===== config.mk =====
export PLATFORM = sky130hd
export DESIGN_NAME = instruction_fetch
export DESIGN_NICKNAME = d
export VERILOG_FILES = /design/src/rtl/instruction_fetch.sv
export SDC_FILE = /design/constraint.sdc
export NUM_CORES = 1
export LEC_CHECK = 0
export CORE_UTILIZATION = 51
export DETAILED_ROUTE_END_ITERATION = 6
export MAX_ROUTING_LAYER = met4
export PLACE_DENSITY = 0.76
export SLEW_MARGIN = 5
export SYNTH_ARGS = -nofsm -noshare
export SYNTH_HDL_FRONTEND = slang
export SYNTH_SLANG_ARGS = --single-unit

===== constraint.sdc =====
create_clock -name clk -period 4.7 [get_ports clk]
set_input_delay 1.175 -clock clk [delete_from_list [all_inputs] [get_ports clk]]
set_output_delay 1.175 -clock clk [all_outputs]
set_load 0.005 [all_outputs]

===== src/rtl/instruction_fetch.sv =====
// Instruction fetch: program counter, 8-deep circular return stack, instruction register.
// Program memory is synchronous-read, so fetch_valid marks when pmem_rdata matches pc.
module instruction_fetch (
  input  logic        clk,
  input  logic        rst,
  input  logic        instr_rd_en,
  input  logic        instr_flush,
  input  logic        pc_incr_en,
  input  logic        pc_j_en,
  input  logic        pc_call_en,
  input  logic        pc_ret_en,
  input  logic [4:0]  pclath,
  input  logic        pcl_wr_en,
  input  logic [7:0]  pcl_wr_data,
  output logic [12:0] pmem_addr,
  input  logic [13:0] pmem_rdata,
  output logic [13:0] instr_current,
  output logic [12:0] pc,
  output logic [2:0]  stack_ptr,
  output logic        fetch_valid
);

  logic [12:0] pc_q, pc_d;
  logic [13:0] instr_q, instr_d;
  logic [2:0]  sp_q, sp_d;
  logic [2:0]  sp_dec;
  logic [12:0] stack_q [8];
  logic        valid_q;
  logic [12:0] jump_target;
  logic        push;
  logic        stall;

  assign sp_dec      = sp_q - 3'd1;
  assign jump_target = {pclath[4:3], instr_q[10:0]};
  // A read of stale memory data loads a NOP and holds pc so the word is refetched.
  assign stall       = instr_rd_en & ~instr_flush & ~valid_q;

  always_comb begin
    pc_d = pc_q;
    sp_d = sp_q;
    push = 1'b0;
    if (pc_call_en) begin
      pc_d = jump_target;
      sp_d = sp_q + 3'd1;
      push = 1'b1;
    end else if (pc_j_en) begin
      pc_d = jump_target;
    end else if (pc_ret_en) begin
      pc_d = stack_q[sp_dec];
      sp_d = sp_dec;
    end else if (pcl_wr_en) begin
      pc_d = {pclath, pcl_wr_data};
    end else if (pc_incr_en && !stall) begin
      pc_d = pc_q + 13'd1;
    end
  end

  always_comb begin
    instr_d = instr_q;
    if (instr_flush) begin
      instr_d = 14'h0000;
    end else if (instr_rd_en) begin
      instr_d = valid_q ? pmem_rdata : 14'h0000;
    end
  end

  always_ff @(posedge clk or posedge rst) begin
    if (rst) begin
      pc_q    <= '0;
      instr_q <= '0;
      sp_q    <= '0;
      valid_q <= 1'b0;
      for (int i = 0; i < 8; i++) begin
        stack_q[i] <= '0;
      end
    end else begin
      pc_q    <= pc_d;
      instr_q <= instr_d;
      sp_q    <= sp_d;
      valid_q <= (pc_d == pc_q);
      if (push) begin
        stack_q[sp_q] <= pc_q;
      end
    end
  end

  assign pmem_addr     = pc_q;
  assign pc            = pc_q;
  assign instr_current = instr_q;
  assign stack_ptr     = sp_q;
  assign fetch_valid   = valid_q;

endmodule


==> flow_metrics.py, run 1 <==
metrics = {
    "status": {
        "status": "completed",
    },
    "timing": {
        "grt_setup_unrepaired": "no",
        "finalCriticalPeriod_ns": 4.01,
        "slew_headroom_pct": 36.2,
        "tns_ns": 0,
        "setup_violations": 0,
        "finalClockSkew_ns": 0.0101,
        "fin_ws_ns": 0.694,
        "slew_violations": 0,
        "period_share_pct": 85.2,
        "worstMarginPinSlew_ns": 0.955,
        "hold_violations": 0,
        "fmax_ghz": 0.250,
        "hold_slack_ns": 0.487,
    },
    "global_routing": {
        "grt_pass1_wl_um": 32100,
        "grt_max_degree": 96,
        "grt_usage_pct": 30.5,
        "grt-ovfl-total": 0,
        "antenna_found_initial": 0,
        "grt_pass1_vias": 5848,
    },
    "floorplanning": {
        "core_sq_mm": 0.0138,
        "row_count": 43,
        "die_area_sq_mm": 0.0146,
        "io_pins": 80,
        "initial_core_util_pct": 52.2,
        "die_y_um": 121,
        "die_w_um": 121,
    },
    "layout": {
        "fillerInstances": 1072,
        "mostFrequentLayoutCells": "135 x dfrtp_1, 88 x mux2_2, 81 x nand2_1",
        "syn_to_final_growth_pct": 21.6,
        "final_common_cell": "dfrtp_1",
        "multi_input_area_sq_mm": 0.00349,
        "drive_above_1_share_pct": 20.8,
        "final_cell_area_sq_mm": 0.00877,
        "seqCellArea_sq_mm": 0.00338,
        "fin_nets": 786,
        "diodes": 0,
    },
    "route": {
        "vias_per_cell": 6.21,
        "drt_first_iter_violations": 576,
        "wl_um": 20400,
        "drc": 0,
        "wl_per_cell_um": 21.7,
        "dr.pass1.iters": 5,
        "ant_nets": 0,
        "vias": 5839,
    },
    "worst_setup_path": {
        "crit_required_ns": 5.02,
        "critPathLaunchType": "flop",
        "crit_type": "reg2reg",
        "cp.arrival_ns": 4.32,
        "cp_max_fo": 11,
        "endpoint_kind": "flop",
    },
    "place": {
        "dpl_cell_area_sq_mm": 0.00810,
        "place_ws_ns": 0.409,
        "hpwl_um": 14100,
        "gp_congestion": 0.907,
        "numPortBuffers": 79,
    },
    "logic_synthesis": {
        "synthesis.instances": 698,
        "synth_area_sq_mm": 0.00722,
        "async_flop_share_pct": 100,
        "yosysSeqAreaShare_pct": 46.8,
        "synth_warnings": 0,
        "synth_cell_type_count": 60,
        "synth_nets": 737,
        "ys_ff_latch": 135,
        "ys.flop_type": "dfrtp_1",
        "avgSynthCellArea_sq_um": 10.3,
        "synth-edff-count": 0,
    },
    "pwr": {
        "vdd_drop_max_v": 0.000404,
        "intPower_uw": 3590,
        "seq_power_share_pct": 33.5,
        "power_switching_uw": 2040,
        "power_frac_comb_pct": 39.4,
        "p_clk_share_pct": 27.2,
        "p_leak_uw": 0.00382,
        "switching_share_pct": 36.2,
        "powerDensity_mw_per_mm2": 641,
    },
    "clock_network": {
        "cts_root_buf": "clkbuf_16",
        "clk_pin_slew_ns": 0.06,
        "htreeDepth": 4,
        "clock_path_buffers": 2,
        "cts-hold-fix-buffers": 0,
        "postCtsResizedCells": 0,
        "cts_inserted_buffers": 17,
        "numClockSinks": 135,
        "postCtsSetupRepairBufs": 0,
        "clk_latency_ns": 0.43,
        "tritoncts": "done",
    },
    "worst_hold_path": {
        "hold_path.class": "reg2reg",
    },
    "job": {
        "drv_cap": 0,
    },
}
[power groups by stage]
stage          logic [uW]  registers (uW)  clock network [uW]
3_3_place_gp         2140            1850                   0
4_1_cts              2190            1870                1540
3_5_place_dp         2170            1880                   0
5_1_grt              2380            1930                1590
2_1_floorplan        1610            1730                   0
6_report             2210            1880                1530
[synth_stat cells (all sizes together) (6+ instances only)]
cell    instances  area share [%]
nor3           18             1.2
nand3          28             1.9
o21ai          37             2.6
clkbuf         43             2.2
nand2          81             4.2
or3             6            0.52
dfrtp         135              47
xor2           11             1.4
xnor2          14             1.8
a31oi          11            0.95
mux2           88              14
nor2           34             1.8
inv            11            0.57
nand4          12             1.0
mux4           11             3.5
mux2i          16             2.2
buf            27             2.3
nor2b          15             1.3
a21oi          31             2.2
[registers in the layout, indices dropped and copies added, names as in the netlist]
signal and flops:
stack_q 104, stack_ptr 3, pc 13, instr_current 14, fetch_valid 1
[layout make-up]
| type | instances | area share [%] |
|---|---|---|
| inverter | 11 | 0.514 |
| timing repair buffer | 100 | 11.0 |
| clock inverter | 14 | 2.80 |
| tap | 180 | 2.57 |
| clock buffer | 18 | 4.89 |
| sequential | 135 | 38.5 |
| multi-input combinational | 482 | 39.8 |
[per-stage QoR]
| step | util, % | instances | total power, uW |
|---|---|---|---|
| after floorplan | - | 698 | 3340 |
| after global placement | 58.6 | 908 | 3980 |
| after detailed placement | 58.6 | 908 | 4060 |
| after CTS | 63.4 | 940 | 5610 |
| after global routing | 63.4 | 940 | 5900 |
| final | 63.4 | 940 | 5620 |
[path summary, 6_finish.rpt]
check / from / end / slack (ns) / cells after the start
setup / recovery: stack_ptr[1] / fetch_valid / 0.69 / 10
hold / removal: stack_q[34] / stack_q[34] / 0.49 / 2
setup reg to reg: stack_ptr[1] / fetch_valid / 0.69 / 10
hold reg to reg: stack_q[34] / stack_q[34] / 0.49 / 2
max in group asynchronous: rst / stack_q[42] / 2.43 / 3
min in group asynchronous: rst / instr_current[10] / 1.30 / 2
[cells by family (layout without fill, tap and decap cells)]
| family | count (synthesis) | in the layout | synth area share, % |
|---|---|---|---|
| AND/OR/NAND/NOR | 224 | 224 | 15.0 |
| flip-flops | 135 | 135 | 46.8 |
| AO/OA/AOI/OAI | 115 | 115 | 9.78 |
| multiplexers | 115 | 115 | 19.5 |
| buffers and inverters | 81 | 143 | 5.13 |
| XOR/XNOR | 25 | 25 | 3.24 |
| adder cells (fa/ha/maj) | 3 | 3 | 0.520 |
[worst max-delay path, cell delays in order, from the launching register on]
cell and delay [ns]:
dfrtp_1 0.57, inv_1 0.16, ha_1 0.29, xor2_2 0.57, mux4_1 0.62, nor2_1 0.37
a211oi_1 0.15, o21ai_0 0.31, nand4_1 0.15, or4_1 0.41, nor4_1 0.30
[metal layers]
layer	part of all wire (%)	vias to the layer above	routed length [um]	global-route usage, %
met2	48	282	9770	46.6
met4	2.7	0	558	15.2
met1	43	2925	8750	39.1
met5	0	-	0	-
li1	-	2581	-	-
met3	6.5	51	1320	5.50
Power figures use the tool's default switching activity.
==> run 2: changes to the inputs <==
- CORE_ASPECT_RATIO: unset -> 0.9
==> flow_metrics.py, run 2 (same netlist as run 1, synthesis figures left out) <==
metrics = {
    "timing": {
        "hold_violations": 0,
        "setup_violations": 0,
        "worstMarginPinSlew_ns": 1.05,
        "grt_setup_unrepaired": "no",
        "slew_violations": 0,
        "tns_ns": 0,
        "slew_headroom_pct": 29.9,
        "period_share_pct": 86.3,
        "finalClockSkew_ns": 0.0100,
        "finalCriticalPeriod_ns": 4.06,
        "fmax_ghz": 0.247,
    },
    "layout": {
        "largest_reg_flops": 104,
        "final_common_cell": "dfrtp_1",
        "drive_above_1_share_pct": 20.9,
        "syn_to_final_growth_pct": 21.3,
        "seqCellArea_sq_mm": 0.00338,
        "fin_nets": 787,
        "regMostFlops": "stack_q",
        "multi_input_area_sq_mm": 0.00349,
        "fillerInstances": 1067,
        "mostFrequentLayoutCells": "135 x dfrtp_1, 88 x mux2_2, 81 x nand2_1",
        "diodes": 0,
        "fin_cells": 950,
    },
    "clock_network": {
        "clk_pin_slew_ns": 0.06,
        "htreeDepth": 4,
        "numClockSinks": 135,
        "cts_root_buf": "clkbuf_16",
        "postCtsSetupRepairBufs": 0,
        "postCtsResizedCells": 0,
        "cts_inserted_buffers": 17,
        "tritoncts": "done",
        "cts-hold-fix-buffers": 0,
        "clk_latency_ns": 0.43,
        "clock_path_buffers": 2,
    },
    "route": {
        "wl_per_cell_um": 22.0,
        "ant_nets": 0,
        "dr.pass1.iters": 5,
        "drt_first_iter_violations": 566,
        "vias": 5780,
        "wl_um": 20900,
        "vias_per_cell": 6.08,
        "drc": 0,
    },
    "worst_setup_path": {
        "r2r_cells": 10,
        "cp_max_fo": 11,
        "crit_required_ns": 5.03,
        "crit_type": "reg2reg",
        "endpoint_kind": "flop",
        "critPathLaunchType": "flop",
        "r2r_setup_slack_ns": 0.64,
        "cp.arrival_ns": 4.38,
        "r2r_start": "stack_ptr[1]",
        "r2r_end": "fetch_valid",
    },
    "floorplanning": {
        "core_sq_mm": 0.0136,
        "initial_core_util_pct": 53.2,
        "io_pins": 80,
        "die_w_um": 127,
        "die_area_sq_mm": 0.0146,
        "die_y_um": 115,
        "row_count": 40,
    },
    "global_routing": {
        "antenna_found_initial": 0,
        "grt_usage_pct": 31.3,
        "grt_pass1_vias": 5651,
        "grt-ovfl-total": 0,
        "grt_pass1_wl_um": 32700,
        "grt_max_degree": 44,
    },
    "pwr": {
        "power_uw": 5490,
        "p_leak_uw": 0.00381,
        "powerDensity_mw_per_mm2": 627,
        "vdd_drop_max_v": 0.000360,
    },
    "place": {
        "hpwl_um": 14400,
        "numPortBuffers": 79,
        "place_inst": 918,
        "gp_congestion": 0.964,
    },
    "worst_hold_path": {
        "hold_path.class": "reg2reg",
        "holdPathEnd": "stack_q[1]",
        "hold_start": "stack_q[1]",
        "hold_depth": 2,
    },
    "status": {
        "status": "completed",
    },
    "job": {
        "drv_cap": 0,
    },
}
-- run 2: changes by cell type in the layout (fill, tap and decap cells not counted) --
cell        change
buf_12          +1
bufinv_16       -3
clkbuf_8        +2
clkinv_4        +2
clkinvlp_4      -1
inv_6           -1
inv_8           +1
-- run 2: critical path: stages, from the launching register on --
cell and delay, ns:
dfrtp_1 0.57, inv_1 0.16, ha_1 0.29, xor2_2 0.60
mux4_1 0.65, nor2_1 0.34, a211oi_1 0.14, o21ai_0 0.30
nand4_1 0.20, or4_1 0.42, nor4_1 0.29
-- run 2: worst max path at each step --
stage               depth (start not counted)           to         start  slack, ns
floorplan                                   8  fetch_valid   instr_flush       1.27
global placement                            8  fetch_valid   instr_rd_en       0.62
detailed placement                          9  fetch_valid   instr_rd_en       0.56
CTS                                        10  fetch_valid  stack_ptr[1]       0.75
global route                               11  fetch_valid  stack_ptr[1]       0.54
finish                                     10  fetch_valid  stack_ptr[1]       0.64
-- run 2: area by class of cell --
type / instances / share of cell area (%)
multi-input cells: 482 / 39.8
flip-flops and latches: 135 / 38.6
repair buffers: 101 / 11.2
clock buffers: 20 / 5.22
well taps: 189 / 2.70
clock inverters: 12 / 1.92
inverters: 11 / 0.515
-- run 2: stage by stage --
stage	hold WS [ns]	cell area, sq um	utilization (%)	worst slack, ns
after floorplan	0.445	7220	-	1.27
after global placement	0.457	8130	59.9	0.621
after detailed placement	0.471	8130	59.9	0.560
after CTS	0.488	8750	64.5	0.751
after global routing	0.514	8750	64.5	0.538
final	0.484	8750	64.5	0.643
-- run 2: layer usage --
| metal | routed length [um] | GRT usage [%] | part of all wire [%] |
|---|---|---|---|
| met4 | 267 | 9.44 | 1.3 |
| met1 | 9430 | 43.7 | 45 |
| met5 | 0 | - | 0 |
| met3 | 1590 | 6.79 | 7.6 |
| met2 | 9640 | 45.7 | 46 |
-- run 2: power by group --
group	switching (uW)	internal [uW]	total (uW)
sequential	325	1560	1880
combinational	1190	1020	2210
clock	529	872	1400
